$ cat src/rtl/strobe_gen.sv
// Programmable strobe generator: one-cycle stb_o every (div+1) clocks, divisor double-buffered.
// Optional burst mode (fixed strobe count, then HOLD) is enabled by defining STROBE_GEN_BURST_EN.
module strobe_gen #(
    parameter int unsigned DWIDTH = 16,
    parameter int unsigned BWIDTH = 8
) (
    input  logic              clk_i,
    input  logic              rst_ni,
    input  logic              run_i,
    input  logic [DWIDTH-1:0] div_i,
    input  logic              div_load_i,
    input  logic [BWIDTH-1:0] burst_len_i,
    output logic              stb_o,
    output logic              busy_o,
    output logic              done_o
);

`ifdef STROBE_GEN_BURST_EN
    typedef enum logic [1:0] {IDLE, RUN, HOLD} state_t;
`else
    typedef enum logic [0:0] {IDLE, RUN} state_t;
`endif

    state_t            state_q, state_d;
    logic [DWIDTH-1:0] shadow_q, shadow_d;
    logic [DWIDTH-1:0] active_q, active_d;
    logic [DWIDTH-1:0] cnt_q, cnt_d;
    logic              stb_q, stb_d;
    logic              busy_q, busy_d;

`ifdef STROBE_GEN_BURST_EN
    logic [BWIDTH-1:0] blen_q, blen_d;
    logic [BWIDTH-1:0] bcnt_q, bcnt_d;
    logic              done_q, done_d;
`else
    logic unused_burst_len;
    assign unused_burst_len = ^burst_len_i;
`endif

    // Next-state and next-output logic; divisor only changes hands at a period boundary.
    always_comb begin
        state_d  = state_q;
        shadow_d = div_load_i ? div_i : shadow_q;
        active_d = active_q;
        cnt_d    = cnt_q;
        stb_d    = 1'b0;
`ifdef STROBE_GEN_BURST_EN
        blen_d   = blen_q;
        bcnt_d   = bcnt_q;
        done_d   = 1'b0;
`endif
        case (state_q)
            IDLE: begin
                active_d = shadow_q;
                if (run_i) begin
                    cnt_d   = shadow_q;
                    state_d = RUN;
`ifdef STROBE_GEN_BURST_EN
                    blen_d  = burst_len_i;
                    bcnt_d  = '0;
`endif
                end
            end
            RUN: begin
                if (!run_i) begin
                    state_d = IDLE;
                    cnt_d   = '0;
                end else if (cnt_q == '0) begin
                    stb_d    = 1'b1;
                    active_d = shadow_q;
                    cnt_d    = shadow_q;
`ifdef STROBE_GEN_BURST_EN
                    bcnt_d   = bcnt_q + BWIDTH'(1);
                    if ((blen_q != '0) && ((bcnt_q + BWIDTH'(1)) == blen_q)) begin
                        done_d  = 1'b1;
                        state_d = HOLD;
                    end
`endif
                end else begin
                    cnt_d = cnt_q - DWIDTH'(1);
                end
            end
`ifdef STROBE_GEN_BURST_EN
            HOLD: begin
                if (!run_i) begin
                    state_d = IDLE;
                    cnt_d   = '0;
                end
            end
`endif
            default: begin
                state_d = IDLE;
                cnt_d   = '0;
            end
        endcase
        busy_d = (state_d == RUN);
    end

    always_ff @(posedge clk_i or negedge rst_ni) begin
        if (!rst_ni) begin
            state_q  <= IDLE;
            shadow_q <= '0;
            active_q <= '0;
            cnt_q    <= '0;
            stb_q    <= 1'b0;
            busy_q   <= 1'b0;
`ifdef STROBE_GEN_BURST_EN
            blen_q   <= '0;
            bcnt_q   <= '0;
            done_q   <= 1'b0;
`endif
        end else begin
            state_q  <= state_d;
            shadow_q <= shadow_d;
            active_q <= active_d;
            cnt_q    <= cnt_d;
            stb_q    <= stb_d;
            busy_q   <= busy_d;
`ifdef STROBE_GEN_BURST_EN
            blen_q   <= blen_d;
            bcnt_q   <= bcnt_d;
            done_q   <= done_d;
`endif
        end
    end

    // The down-counter never exceeds the divisor of the period in progress.
    always_ff @(posedge clk_i) begin
        if (rst_ni && (state_q == RUN)) begin
            assert (cnt_q <= active_q);
        end
    end

    assign stb_o  = stb_q;
    assign busy_o = busy_q;
`ifdef STROBE_GEN_BURST_EN
    assign done_o = done_q;
`else
    assign done_o = 1'b0;
`endif

endmodule

$ cat config.mk
export PLATFORM = sky130hd
export DESIGN_NAME = strobe_gen
export DESIGN_NICKNAME = d
export VERILOG_FILES = /design/src/rtl/strobe_gen.sv
export SDC_FILE = /design/constraint.sdc
export NUM_CORES = 1
export LEC_CHECK = 0
export BUFFER_PORTS_ARGS = -buffer_cell sky130_fd_sc_hd__buf_4
export CAP_MARGIN = 20
export CORE_MARGIN = 1
export CORE_UTILIZATION = 35
export CTS_CLUSTER_DIAMETER = 200
export DETAILED_ROUTE_END_ITERATION = 10
export SYNTH_ARGS = -nofsm -noshare
export SYNTH_HDL_FRONTEND = slang
export SYNTH_SLANG_ARGS = --single-unit
$ cat constraint.sdc
create_clock -name clk_i -period 4.7 [get_ports clk_i]
set_clock_uncertainty 0.1 [all_clocks]
set_input_delay 0.705 -clock clk_i [delete_from_list [all_inputs] [get_ports clk_i]]
set_output_delay 0.705 -clock clk_i [all_outputs]
set_load 0.05 [all_outputs]
==> flow_summary.yaml <==
status:
  outcome: "finished, final reports clean"
sta:
  hold_violations: 0
  setup_tns_ns: 0
  fmax_mhz: 446.6
  finalCriticalPeriod_ns: 2.239
  timing.hold.ws_ns: 0.2532
  rsz0062_at_grt: "no"
  relSlewSlack_pct: 59.28
  setup_violations: 0
  fin_crit_sh_pct: 47.64
  max_slew.worst_pin.slew_ns: 0.6085
  slew_viol_final: 0
power:
  leakage_nw: 0.9002
  clockPowerShare_pct: 31.5
  power_density_nw_per_um2: 381.1
  internal_power_mw: 0.5585
  power_frac_seq_pct: 46.2
  combPwrFrac_pct: 22.2
  switching_share_pct: 31.10
  p_sw_mw: 0.2520
  irDropWorstVdd_uv: 188.1
clock_network:
  cts-resized-gates: 0
  clock-sinks: 34
  postCtsSetupRepairBufs: 0
  clkTransAtPathRegs_ns: 0.07
  cts_tree: "done"
  worstSkewPairLatency_ns: 0.29
  clockBufferDepth: 2
  hold_buffers: 0
  htreeDepth: 2
  cts-root-buf: "clkbuf_8"
  cts_made_buffers: 5
place:
  hpwl_um: 2703
  port_buffers: 21
  gp_congestion: 0.8042
  place_area_um2: 2017
setup_path:
  critical_path_required_ns: 4.77
  cp_max_fo: 18
  worst_setup_path_end_kind: "flip-flop"
  crit_arrival_ns: 2.31
  crit_type: "reg -> reg"
  cp-start-kind: "flip-flop"
drt:
  vias_per_cell: 5.408
  wire_per_inst_um: 15.23
  dr.pass1.iters: 4
  ant_nets: 0
  drt_iter0_drc: 114
  routed_wl_um: 3961
  vias: 1406
  drc_errors: 0
layout:
  drive_gt1_share_pct: 27.46
  fill_cells: 499
  syn_to_final_growth_pct: 16.36
  multi_input_area_um2: 890.9
  seqCellArea_um2: 850.8
  antenna-diode-count: 0
  fin_nets: 222
  design_area_um2: 2127
synthesis:
  synth.distinct_cells: 47
  synthArstFlopShare_pct: 100.0
  syn-cell-area_um2: 1828
  ys_warn_count: 0
  synth_cells: 174
  ys.flop_type: "dfrtp_1"
  syn_nets: 204
  synth-edff-count: 0
  ys_seq_area_share_pct: 46.54
  yosys_register_bits: 34
  avgSynthCellArea_um2: 10.51
die:
  die_w_um: 74.27
  rows: 25
  start_util_pct: 37.46
  die_h_um: 74.27
  ios: 31
  design.die.area_um2: 5516
  fp.coreArea_um2: 4880
grt:
  grt_max_degree: 35
  grt_pass1_wl_um: 6782
  antenna_found_initial: 0
  grt_use_total_pct: 16.71
  grt_pass1_vias: 1331
  overflow: 0
worst_hold_path:
  hp-class: "in -> async"
flow_run:
  drv_cap: 0
## cell usage after synthesis (all sizes together), types with 5 or more instances
cell,count,area (um^2)
dfrtp,34,850.8
mux2,15,168.9
nand2,12,47.55
nand3,11,55.05
inv,9,33.78
nor2,9,33.78
o21ai,8,40.03
clkbuf,7,26.28
a31oi,6,37.54
nor3,5,30.03
o22ai,5,31.28
## cell usage in the layout, fill, tap and decap left out, types with 3 or more instances in the layout
cell type	netlist	final
o22ai_1	5	5
a21oi_1	3	3
o2bb2ai_1	3	3
nand4_1	3	3
nor3_1	4	4
mux2i_1	4	4
dfrtp_1	34	34
and3_1	3	3
nor2_1	9	9
clkbuf_8	0	8
nand3_1	11	11
mux2_2	15	15
nand2_1	11	11
a31oi_1	6	6
o21ai_0	7	7
buf_4	2	21
inv_1	9	9
## critical path: stages, from the launching register on
cell     delay, ns
dfrtp_1       0.42
inv_1         0.11
ha_1          0.18
nor4b_2       0.33
nand4_4       0.21
nand2_2       0.35
nor4_1        0.10
a311o_1       0.32
## path summary, 6_finish.rpt
check	from	end	slack, ns	depth (start not counted)
worst max-delay path	cnt_q[0]	cnt_q[13]	2.46	7
worst min-delay path	rst_ni	cnt_q[14]	0.25	1
worst max register to register	cnt_q[0]	cnt_q[13]	2.46	7
worst min register to register	shadow_q[13]	shadow_q[13]	0.41	1
max in group asynchronous	rst_ni	shadow_q[3]	3.92	1
min in group clk_i	shadow_q[13]	shadow_q[13]	0.41	1
## flip-flops by register name, indices dropped and copies added, names as in the netlist
register,flops
cnt_q,16
shadow_q,16
busy_o,1
stb_o,1
## layer usage
metal	vias up	wire length, um	global-route usage (%)
met2	27	1729	23.43
li1	690	-	-
met4	0	68	7.966
met5	-	0	0
met1	684	2016	24.38
met3	5	146	3.659
## power groups by stage
stage | registers [mW] | logic [mW] | clock network, mW
floorplan | 0.366 | 0.142 | 0
global placement | 0.379 | 0.179 | 0
CTS | 0.374 | 0.182 | 0.261
finish | 0.375 | 0.180 | 0.256
global route | 0.381 | 0.203 | 0.275
detailed placement | 0.380 | 0.180 | 0
## stage by stage
| step | std cells | util, % | total power [mW] | setup slack (ns) |
|---|---|---|---|---|
| finish | 260 | 43.59 | 0.8105 | 2.461 |
| detailed placement | 252 | 41.33 | 0.5605 | 2.476 |
| CTS | 260 | 43.59 | 0.8169 | 2.463 |
| global route | 260 | 43.59 | 0.8585 | 2.305 |
| global placement | 252 | 41.33 | 0.5578 | 2.484 |
| floorplan | 174 | - | 0.5078 | 2.729 |
## cell families after synthesis
logic type | after synthesis | synth area share [%]
simple gates | 56 | 18.96
compound gates | 41 | 15.81
flops | 34 | 46.54
mux | 19 | 11.43
buf+inv | 19 | 4.723
fa+ha+maj | 2 | 1.369
xor+xnor | 2 | 0.9584
other cells | 1 | 0.2051
## final cells by class
type	count	area share [%]
inverter	9	1.588
timing repair buffer	21	7.412
tap	67	3.941
clock buffer	8	5.176
sequential	34	40.00
multi-input combinational	121	41.88
(Power assumes the default switching activity.)
